## src/rtl/module_barrido_4_digitos.sv

```systemverilog
// Four-digit multiplexed display scanner: lights one enabled digit at a time
// with a dark gap between digits, and reports the current digit on sel.
module module_barrido_4_digitos #(
    parameter int CUENTA_REFRESCO = 4,
    parameter int CUENTA_APAGADO  = 2
) (
    input  logic       clk,
    input  logic       rst,
    input  logic       en,
    input  logic [3:0] mask,
    output logic [1:0] sel,
    output logic [3:0] an,
    output logic       tick
);

    localparam int CUENTA_MAX = (CUENTA_REFRESCO > CUENTA_APAGADO) ? CUENTA_REFRESCO : CUENTA_APAGADO;
    localparam int CW = (CUENTA_MAX > 1) ? $clog2(CUENTA_MAX) : 1;
    localparam logic [CW-1:0] FIN_REFRESCO = CW'(CUENTA_REFRESCO - 1);
    localparam logic [CW-1:0] FIN_APAGADO  = CW'(CUENTA_APAGADO - 1);

    typedef enum logic [1:0] {IDLE, SHOW, BLANK} estado_t;

    estado_t       estado;
    logic [CW-1:0] cuenta;
    logic [1:0]    sel_reanudar;
    logic [1:0]    sel_avanzar;
    logic          activo;

    // Round-robin search for the first enabled digit, starting at base
    // itself (incluir = 1) or just after it (incluir = 0).
    function automatic logic [1:0] buscar(input logic [1:0] base, input logic [3:0] m,
                                          input logic incluir);
        logic [1:0] idx;
        logic       hallado;
        buscar  = base;
        hallado = 1'b0;
        for (int i = 0; i < 4; i++) begin
            idx = base + 2'(i) + (incluir ? 2'd0 : 2'd1);
            if (!hallado && m[idx]) begin
                buscar  = idx;
                hallado = 1'b1;
            end
        end
    endfunction

    function automatic logic [3:0] anodo(input logic [1:0] s);
        anodo = ~(4'b0001 << s);
    endfunction

    assign activo       = en && (mask != 4'b0000);
    assign sel_reanudar = buscar(sel, mask, 1'b1);
    assign sel_avanzar  = buscar(sel, mask, 1'b0);

    // Every state change reloads the counter, so dwell times always start fresh.
    always_ff @(posedge clk or posedge rst) begin
        if (rst) begin
            estado <= IDLE;
            cuenta <= '0;
            sel    <= 2'b00;
            an     <= 4'b1111;
            tick   <= 1'b0;
        end else begin
            tick <= 1'b0;
            case (estado)
                IDLE: begin
                    cuenta <= '0;
                    an     <= 4'b1111;
                    if (activo) begin
                        estado <= SHOW;
                        sel    <= sel_reanudar;
                        an     <= anodo(sel_reanudar);
                        tick   <= (sel_reanudar != sel);
                    end
                end
                SHOW: begin
                    if (!activo) begin
                        estado <= IDLE;
                        cuenta <= '0;
                        an     <= 4'b1111;
                    end else if (cuenta == FIN_REFRESCO) begin
                        estado <= BLANK;
                        cuenta <= '0;
                        an     <= 4'b1111;
                    end else begin
                        // A digit masked off mid-dwell goes dark but keeps its time slot.
                        cuenta <= cuenta + 1'b1;
                        an     <= mask[sel] ? anodo(sel) : 4'b1111;
                    end
                end
                BLANK: begin
                    an <= 4'b1111;
                    if (!activo) begin
                        estado <= IDLE;
                        cuenta <= '0;
                    end else if (cuenta == FIN_APAGADO) begin
                        estado <= SHOW;
                        cuenta <= '0;
                        sel    <= sel_avanzar;
                        an     <= anodo(sel_avanzar);
                        tick   <= 1'b1;
                    end else begin
                        cuenta <= cuenta + 1'b1;
                    end
                end
                default: begin
                    estado <= IDLE;
                    cuenta <= '0;
                    an     <= 4'b1111;
                end
            endcase
        end
    end

endmodule

```

## config.mk

```make
export PLATFORM = sky130hd
export DESIGN_NAME = module_barrido_4_digitos
export DESIGN_NICKNAME = d
export VERILOG_FILES = /design/src/rtl/module_barrido_4_digitos.sv
export SDC_FILE = /design/constraint.sdc
export NUM_CORES = 1
export LEC_CHECK = 0
export BUFFER_PORTS_ARGS = -buffer_cell sky130_fd_sc_hd__buf_2
export CELL_PAD_IN_SITES_DETAIL_PLACEMENT = 1
export CELL_PAD_IN_SITES_GLOBAL_PLACEMENT = 2
export CORE_MARGIN = 3
export CORE_UTILIZATION = 35
export CTS_CLUSTER_DIAMETER = 30
export DETAILED_ROUTE_END_ITERATION = 8
export GPL_ROUTABILITY_DRIVEN = 0
export PLACE_DENSITY_LB_ADDON = 0.1
export SYNTH_ARGS = -nofsm -noshare
export SYNTH_HDL_FRONTEND = slang
export SYNTH_SLANG_ARGS = --single-unit
```

## constraint.sdc

```tcl
create_clock -name clk -period 3.7 [get_ports clk]
set_clock_uncertainty 0.05 [all_clocks]
set_input_delay 0.185 -clock clk [delete_from_list [all_inputs] [get_ports clk]]
set_output_delay 0.185 -clock clk [all_outputs]
set_load 0.005 [all_outputs]
```

==> reports/qor.csv, run 1 <==
metric,value,unit
die span in x,63.5,um
Hold WS,360,ps
hpwl dp,2180,um
vias in the first global route,1024,
root buffer cell,clkbuf_4,
Placeable Area,3100,sq um
critical path cell sequence,"inv_1, ha_1, mux2_2, a32oi_1, o21ai_2, xnor2_1, nor3b_1, o2111ai_1",
slowest CP cell,ha_1,
cts bufs inserted,3,
Setup Viol. Count Final,0,
postcts setup bufs,0,
layout cell share with drive strength beyond 1,0.243,
setup TNS,0,ps
"commonest non-fill, non-tap cell in the layout",inv_1,
Hold Crit Class,in2reg,
antenna violations before repair,0,
vias,998,
CTS sink count,11,
mux share of post-synthesis cell area,0.113,
Post-Synth XOR/XNOR Area,0.0152,
final hold violation count,0,
"Period Utilization, post-route",0.774,
Comb pwr share,0.710,
P per Cell Area,825,nW/um^2
# port buffers,13,
storage element area,280,sq um
Reg power frac,0.209,
total grt overflow,0,
"CTS clk-pin slew, worst paths",80,ps
RSZ-0062 raised after global routing,false,
ANT nets after route,0,
CP top delay family,compound AO/OA/AOI/OAI gates,
die area,4030,sq um
P_leak,0.558,nW
most frequent cells in the layout,"inv_1, buf_2, ha_1, o21ai_0",
H-tree depth,1,
first-pass GRT wire length,4820,um
# diodes,0,
Max-Cap Viols,0,
Vias/cell,5.42,
fin nets,159,
sequential fraction of the synthesis area,0.242,
crit-path max FO,13,
simple-gate share of the synthesized area,0.167,
Mapped Cells,129,
critical path class,reg2reg,
CTS tree,built,
final WL,2780,um
Sw Ratio,0.472,
yosys warns,0,
worst vdd rail ir drop,0.326,mV
Total Routing Usage GR,0.148,
DRT Pass-1 Iters,2,
worst slew pin tran,780,ps
area growth from synthesis to layout,9.52,%
largest net degree at the start of global routing,20,
Synth Area per Inst,8.96,sq um
clock buffer depth,2,
max-slew violation count,0,
synth unique cells,45,
DRC,0,
Mapped Area,1160,sq um
row count,20,
clk_lat worst skew,270,ps
Max Clk Rate,349,MHz
die height,63.5,um
wire length per cell,15.1,um
initial DRC count,27,
"EDFF count, synth",0,
fillers,397,
fin crit period,2860,ps
clock power share,0.081,
crit end category,flip-flop,
crit-path max cell delay,550,ps
Rel. slew slack,0.474,
WP data required,3840,ps
status,finished clean,
starting density of the core,0.373,
Internal,0.552,mW
io pins,14,
syn nets,147,
area of the multi-input gates,764,sq um
cts repair resizes,0,
adder-cell share of the synthesized area,0.119,
Synth Area in Compound Gates,0.248,
net switching power figure,0.493,mW
type of origin of the critical path,flip-flop,
Seq cells post-synth,11,
largest family of logic cells by synthesized area,compound AO/OA/AOI/OAI gates,
buffers and inverters on the worst path,1,
"Top FF cell, synth",dfrtp_1,
Synth async-reset ratio,1.00,
critical path arrival,3000,ps
==> registers in the layout, indices dropped and copies added (netlist names) <==
register,flops
an,4
cuenta,2
estado,2
sel,2
tick,1
==> final timing paths <==
| kind | from | to | slack, ps | cells after the start |
|---|---|---|---|---|
| max in group asynchronous | rst | an[3] | 2870 | 3 |
| worst max-delay path | sel[1] | an[3] | 840 | 8 |
| min in group asynchronous | rst | sel[1] | 400 | 3 |
| worst max register to register | sel[1] | an[3] | 840 | 8 |
| worst min register to register | estado[0] | estado[0] | 490 | 2 |
| worst min-delay path | en | estado[0] | 360 | 5 |
==> timing repair <==
item,in CTS,in global routing
endpoints found under the setup margin,0,0
hold endpoints to repair,7,0
hold buffers,1,0
==> worst min-delay path, stage by stage <==
cell and delay, ps:
buf_2 110, o41ai_2 130, nor3_1 90, o21ai_0 70, nand2_1 50
==> final cells by class <==
cell class,count,share of cell area
tap,44,0.0435
clock inverter,1,0.00395
sequential,11,0.221
inverter,15,0.0445
timing repair buffer,15,0.0652
multi-input combinational,95,0.604
clock buffer,3,0.0178
==> routing by layer <==
layer / vias to the layer above / global-route usage / wire length [um]
li1: 485 / - / -
met2: 11 / 0.250 / 1290
met5: - / 0 / 0
met4: 0 / 0.0485 / 38
met3: 4 / 0.0178 / 54
met1: 498 / 0.195 / 1390
==> logic make-up (layout without fill, tap and decap cells) <==
kind of cell / count (synthesis) / after routing
flops: 11 / 11
buf+inv: 23 / 34
fa+ha+maj: 11 / 11
simple gates: 36 / 36
xor+xnor: 2 / 2
compound gates: 36 / 36
mux: 10 / 10
==> metrics by stage <==
| stage | instance area [sq um] | setup WS (ps) | power [mW] | utilization | instances |
|---|---|---|---|---|---|
| floorplan | 1160 | 1060 | 0.807 | - | 129 |
| global placement | 1230 | 944 | 0.954 | 0.396 | 179 |
| detailed placement | 1230 | 860 | 0.967 | 0.396 | 179 |
| CTS | 1270 | 839 | 1.06 | 0.408 | 184 |
| global route | 1270 | 510 | 1.16 | 0.408 | 184 |
| finish | 1270 | 837 | 1.05 | 0.408 | 184 |
==> power groups by stage <==
stage / registers (mW) / clock network (mW) / logic [mW]
2_1_floorplan: 0.224 / 0 / 0.583
3_3_place_gp: 0.220 / 0 / 0.734
3_5_place_dp: 0.222 / 0 / 0.744
4_1_cts: 0.220 / 0.0883 / 0.749
5_1_grt: 0.230 / 0.0936 / 0.839
6_report: 0.219 / 0.0843 / 0.742
==> synth_stat cells (5+ instances only) <==
master,n,share of area
o21ai_0,8,0.035
nor2_1,7,0.023
inv_1,15,0.049
nor3_1,5,0.022
ha_1,11,0.12
dfrtp_1,7,0.15
nand2_1,6,0.019
No activity file was read; power rests on OpenSTA's default activity.
==> run 2: changes to the inputs <==
- ABC_AREA: default -> 1
- CORE_UTILIZATION: 35 -> 31
- clock period: 3.7 -> 2.98 ns (I/O delays scaled with it)
==> run 2 against run 1 <==
  * Synthesized cell count up 43%
  * Final cell count up 35%
  * Clock power up 80%
==> reports/qor.csv, run 2 <==
metric,value,unit
Hold Crit Start,en,
Hold Crit Class,in2reg,
Total Routing Usage GR,0.168,
yosys warns,0,
vias,1184,
DRC,0,
postcts setup bufs,0,
fin crit period,2350,ps
max reg flops,4,
die height,68.2,um
slowest CP cell,dfrtp_1,
clk_lat worst skew,240,ps
Yosys top cell area share,0.204,
final WL,3330,um
fillers,457,
crit-path max cell delay,530,ps
# port buffers,13,
sequential fraction of the synthesis area,0.234,
Mapped Cells,185,
Hold Path End,cuenta[0],
WP data required,3090,ps
wire length per cell,13.4,um
die span in x,68.2,um
root buffer cell,clkbuf_8,
H-tree depth,1,
CTS sink count,11,
hpwl dp,2730,um
most frequent cells in the layout,"nand2_1, inv_1, nand3_1, buf_2",
critical path arrival,2460,ps
Max-Cap Viols,0,
commonest cells in the netlist,"nand2_1, inv_1, nand3_1",
Setup Viol. Count Final,0,
Vias/cell,4.77,
Power Total,1.80,mW
top-count cell post-synth,nand2_1,
type of origin of the critical path,flip-flop,
starting density of the core,0.340,
crit-path max FO,9,
Hold WS,376,ps
Layout Utilization,0.388,
Hold Path Stages,5,
worst slew pin tran,456,ps
fin nets,221,
die area,4650,sq um
antenna violations before repair,0,
io pins,14,
syn nets,203,
worst reg2reg endpoint,an[1],
R2R depth,13,
area growth from synthesis to layout,13.9,%
Synth async-reset ratio,1.00,
vias in the first global route,1309,
setup TNS,0,ps
critical path class,reg2reg,
"Top FF cell, synth",dfrtp_1,
Max Clk Rate,425,MHz
total grt overflow,0,
DRT Pass-1 Iters,4,
Placeable Area,3520,sq um
P_leak,0.747,nW
cts bufs inserted,3,
Mapped Area,1200,sq um
ANT nets after route,0,
Synth Area per Inst,6.48,sq um
"Period Utilization, post-route",0.790,
Rel. slew slack,0.696,
r2r setup slk,630,ps
RSZ-0062 raised after global routing,false,
initial DRC count,29,
worst vdd rail ir drop,0.350,mV
crit end category,flip-flop,
CP top delay family,simple AND/OR/NAND/NOR gates,
critical path cell sequence,"inv_1, ha_1, inv_2, nand2_2, nand2_4, nor2_4, nand2_1, nand2_1, nand2_2, nor2_2, nand2_1, nand2_1, nand2_1",
P per Cell Area,1320,nW/um^2
first-pass GRT wire length,5930,um
status,finished clean,
# diodes,0,
CP most frequent cell,nand2_1,
synth top area cells,"nand2_1, dfrtp_1, ha_1",
buffers and inverters on the worst path,2,
"commonest non-fill, non-tap cell in the layout",nand2_1,
final hold violation count,0,
reg2reg start,sel[1],
max-slew violation count,0,
CTS tree,built,
Seq cells post-synth,11,
synth unique cells,24,
row count,21,
largest net degree at the start of global routing,14,
layout cell share with drive strength beyond 1,0.243,
"CTS clk-pin slew, worst paths",60,ps
cell taking the most area after synthesis,nand2_1,
clock buffer depth,2,
"EDFF count, synth",0,
Top reg by flops,an,
[run 2: cell count changes in the layout (fill, tap and decap cells not counted), sizes merged, moves of 4 or more]
cell,previous run,this run
mux2i,4,0
o2111ai,4,0
inv,15,26
nand2,6,79
nor2,7,12
nand3,2,23
mux2,4,0
[run 2: kinds of logic after synthesis]
| kind of cell | share of synthesized area |
|---|---|
| DFF | 0.234 |
| and+or+nand+nor | 0.469 |
| xor gates and xnor gates | 0.00731 |
| AOI/OAI and AO/OA | 0.0783 |
| adders and majority gates | 0.115 |
| buffers and inverters | 0.0971 |
[run 2: area by class of cell]
cell class / count / area, sq um / share of cell area
Multi-Input combinational cell: 146 / 802 / 0.588
Sequential cell: 11 / 280 / 0.205
Inverter: 26 / 97.6 / 0.0715
Timing Repair Buffer: 15 / 82.6 / 0.0605
Tap cell: 46 / 57.6 / 0.0422
Clock buffer: 4 / 45.0 / 0.0330
[run 2: worst register-to-register path: stages, from the launching register on]
cell and delay, ps:
dfrtp_1 530, inv_1 200, ha_1 470, inv_2 100, nand2_2 130, nand2_4 80
nor2_4 150, nand2_1 90, nand2_1 90, nand2_2 90, nor2_2 110, nand2_1 60
nand2_1 60, nand2_1 60
[run 2: power by group]
| part | total [mW] | switching [mW] | leakage, nW | internal (mW) |
|---|---|---|---|---|
| combinational | 1.37 | 0.916 | 0.591 | 0.455 |
| sequential | 0.280 | 0.0490 | 0.134 | 0.231 |
| clock | 0.152 | 0.0577 | 0.0228 | 0.0939 |
| total | 1.80 | 1.02 | 0.747 | 0.780 |
[run 2: worst max-delay path by stage]
| stage | to | from | cells past startpoint |
|---|---|---|---|
| 2_1_floorplan | an[1] | sel[1] | 13 |
| 3_3_place_gp | tick | sel[1] | 13 |
| 3_5_place_dp | an[1] | sel[1] | 13 |
| 4_1_cts | an[1] | sel[1] | 13 |
| 5_1_grt | an[1] | sel[1] | 13 |
| 6_report | an[1] | sel[1] | 13 |
[run 2: metrics by stage]
step | instance area (sq um) | cells | setup slack [ps]
global placement | 1310 | 243 | 795
finish | 1370 | 248 | 626
CTS | 1370 | 248 | 612
detailed placement | 1310 | 243 | 648
floorplan | 1200 | 185 | 1020
global route | 1370 | 248 | 354
[run 2: metal layers]
layer  share of wire  routed length (um)  track usage  vias up
met2            0.43                1440        0.279       20
met1            0.52                1730        0.223      549
li1                -                   -            -      609
met3           0.041                 138       0.0411        6
met4          0.0084                  28       0.0273        0
met5               0                   0            0        -
[run 2: timing repair]
item,in CTS,in global routing
hold buffers,1,0
resized for setup,0,0
endpoints found under the hold margin,7,0
==> run 3: changes to the inputs <==
- CORE_UTILIZATION: 31 -> 28
- clock period: 2.98 -> 1.9 ns (I/O delays scaled with it)
==> run 3 against run 2 <==
  * Critical path depth did not move
  * Sequential share of layout area fell by 2.4 points
  * First-iteration DRC count fell by 31%
  * Flip-flop and latch count did not move
  * Clock-buffer cell count did not move
  * Non-clock buffer count rose by 8
  * Critical endpoint is now tick
  * Largest cell class unchanged
==> reports/qor.csv, run 3 (same netlist as run 2, synthesis figures left out) <==
metric,value,unit
status,finished clean,
area growth from synthesis to layout,29.2,%
# port buffers,13,
worst reg2reg endpoint,tick,
crit-path max cell delay,370,ps
Hold Crit Class,in2reg,
critical path arrival,1910,ps
Placeable Area,4060,sq um
hpwl dp,2810,um
starting density of the core,0.295,
crit end category,flip-flop,
Hold Path End,an[1],
Max Clk Rate,547,MHz
ANT nets after route,0,
global routing usage on met3,0.0337,
slowest CP cell,dfrtp_1,
CTS sink count,11,
setup TNS,0,ps
wire length per cell,13.7,um
DRC,0,
met1 usage,0.206,
Total Routing Usage GR,0.144,
"Period Utilization, post-route",0.963,
worst slew pin tran,489,ps
Setup Viol. Count Final,0,
max-slew violation count,0,
type of origin of the critical path,flip-flop,
die span in x,71.4,um
critical path class,reg2reg,
GRT met2 Usage,0.224,
pre-CTS WS,52.4,ps
r2r setup slk,70,ps
RSZ-0062 raised after global routing,true,
Layout Utilization,0.382,
buffers and inverters on the worst path,3,
initial DRC count,20,
vias,1229,
critical path cell sequence,"inv_2, ha_4, inv_6, nand3_2, nand2_2, nor2_4, o21ai_2, nand2_2, nand2_4, nand2_1, nand3_1, nand2_1, inv_1",
H-tree depth,1,
crit-path max FO,6,
Hold Crit Start,en,
layout cell share with drive strength beyond 1,0.381,
die area,5100,sq um
fillers,541,
final setup margin,70.9,ps
first-pass GRT wire length,5930,um
clk_lat worst skew,240,ps
row count,23,
CTS tree,built,
Rel. slew slack,0.674,
CP top delay family,simple AND/OR/NAND/NOR gates,
max reg flops,4,
Hold Path Stages,6,
final WL,3550,um
antenna violations before repair,0,
"commonest non-fill, non-tap cell in the layout",nand2_1,
Max-Cap Viols,0,
Top reg by flops,an,
clock buffer depth,2,
# diodes,0,
fin nets,229,
vias in the first global route,1257,
R2R depth,13,
reg2reg start,sel[0],
"CTS clk-pin slew, worst paths",50,ps
cts bufs inserted,3,
largest net degree at the start of global routing,14,
root buffer cell,clkbuf_8,
Most Crowded Layer GR,met2,
total grt overflow,0,
io pins,14,
fin crit period,1830,ps
Vias/cell,4.73,
WP data required,1990,ps
die height,71.4,um
final hold violation count,0,
DRT Pass-1 Iters,4,
most frequent cells in the layout,"nand2_1, inv_1, nand2_2, nand3_1, buf_2",
[run 3: cell types whose count changed in the layout (fill, tap and decap cells not counted), sizes merged]
cell	previous run	this run
buf	14	22
[run 3: cell type report]
cell class                      instances  area (sq um)  share of cell area
Tap cell                               50          62.6              0.0404
Timing Repair Buffer                   23           150              0.0969
Clock buffer                            4          45.0              0.0291
Inverter                               26           103              0.0662
Multi-Input combinational cell        146           908               0.586
Sequential cell                        11           280               0.181
[run 3: routing by layer]
| layer | part of all wire | routed length [um] |
|---|---|---|
| met2 | 0.45 | 1590 |
| met5 | 0 | 0 |
| met1 | 0.50 | 1780 |
| met3 | 0.039 | 139 |
| met4 | 0.010 | 36 |
[run 3: timing repair]
item | 4_1_cts | 5_1_grt
hold buffers | 1 | 0
endpoints found under the hold margin | 7 | 0
endpoints found under the setup margin | 0 | 8
resized for setup | 0 | 31
buffers inserted | 0 | 3
[run 3: through the flow]
stage,area (sq um),instances,hold slack (ps)
3_5_place_dp,1370,252,96.8
6_report,1550,260,282
2_1_floorplan,1210,185,-105
3_3_place_gp,1370,252,87.1
5_1_grt,1550,260,346
4_1_cts,1420,257,319
[run 3: worst max-delay path by stage]
stage	from	to	cells past startpoint	slack [ps]
final	sel[0]	tick	13	70
after global routing	sel[0]	tick	13	-50
after CTS	sel[0]	an[2]	11	40
after detailed placement	sel[0]	an[2]	11	50
after global placement	sel[0]	an[2]	11	90
after floorplan	sel[1]	an[1]	13	30
[run 3: worst min-delay path, cell delays in order]
cell and delay (ps):
buf_2 80, o21ai_2 130, nor2_4 120, nand2_1 50, nand2_1 50, nand2_1 50
Power of run 3 is left out: the tool's default activity adds up to more than one toggle a clock period on the data nets, which glitch-free logic cannot reach.
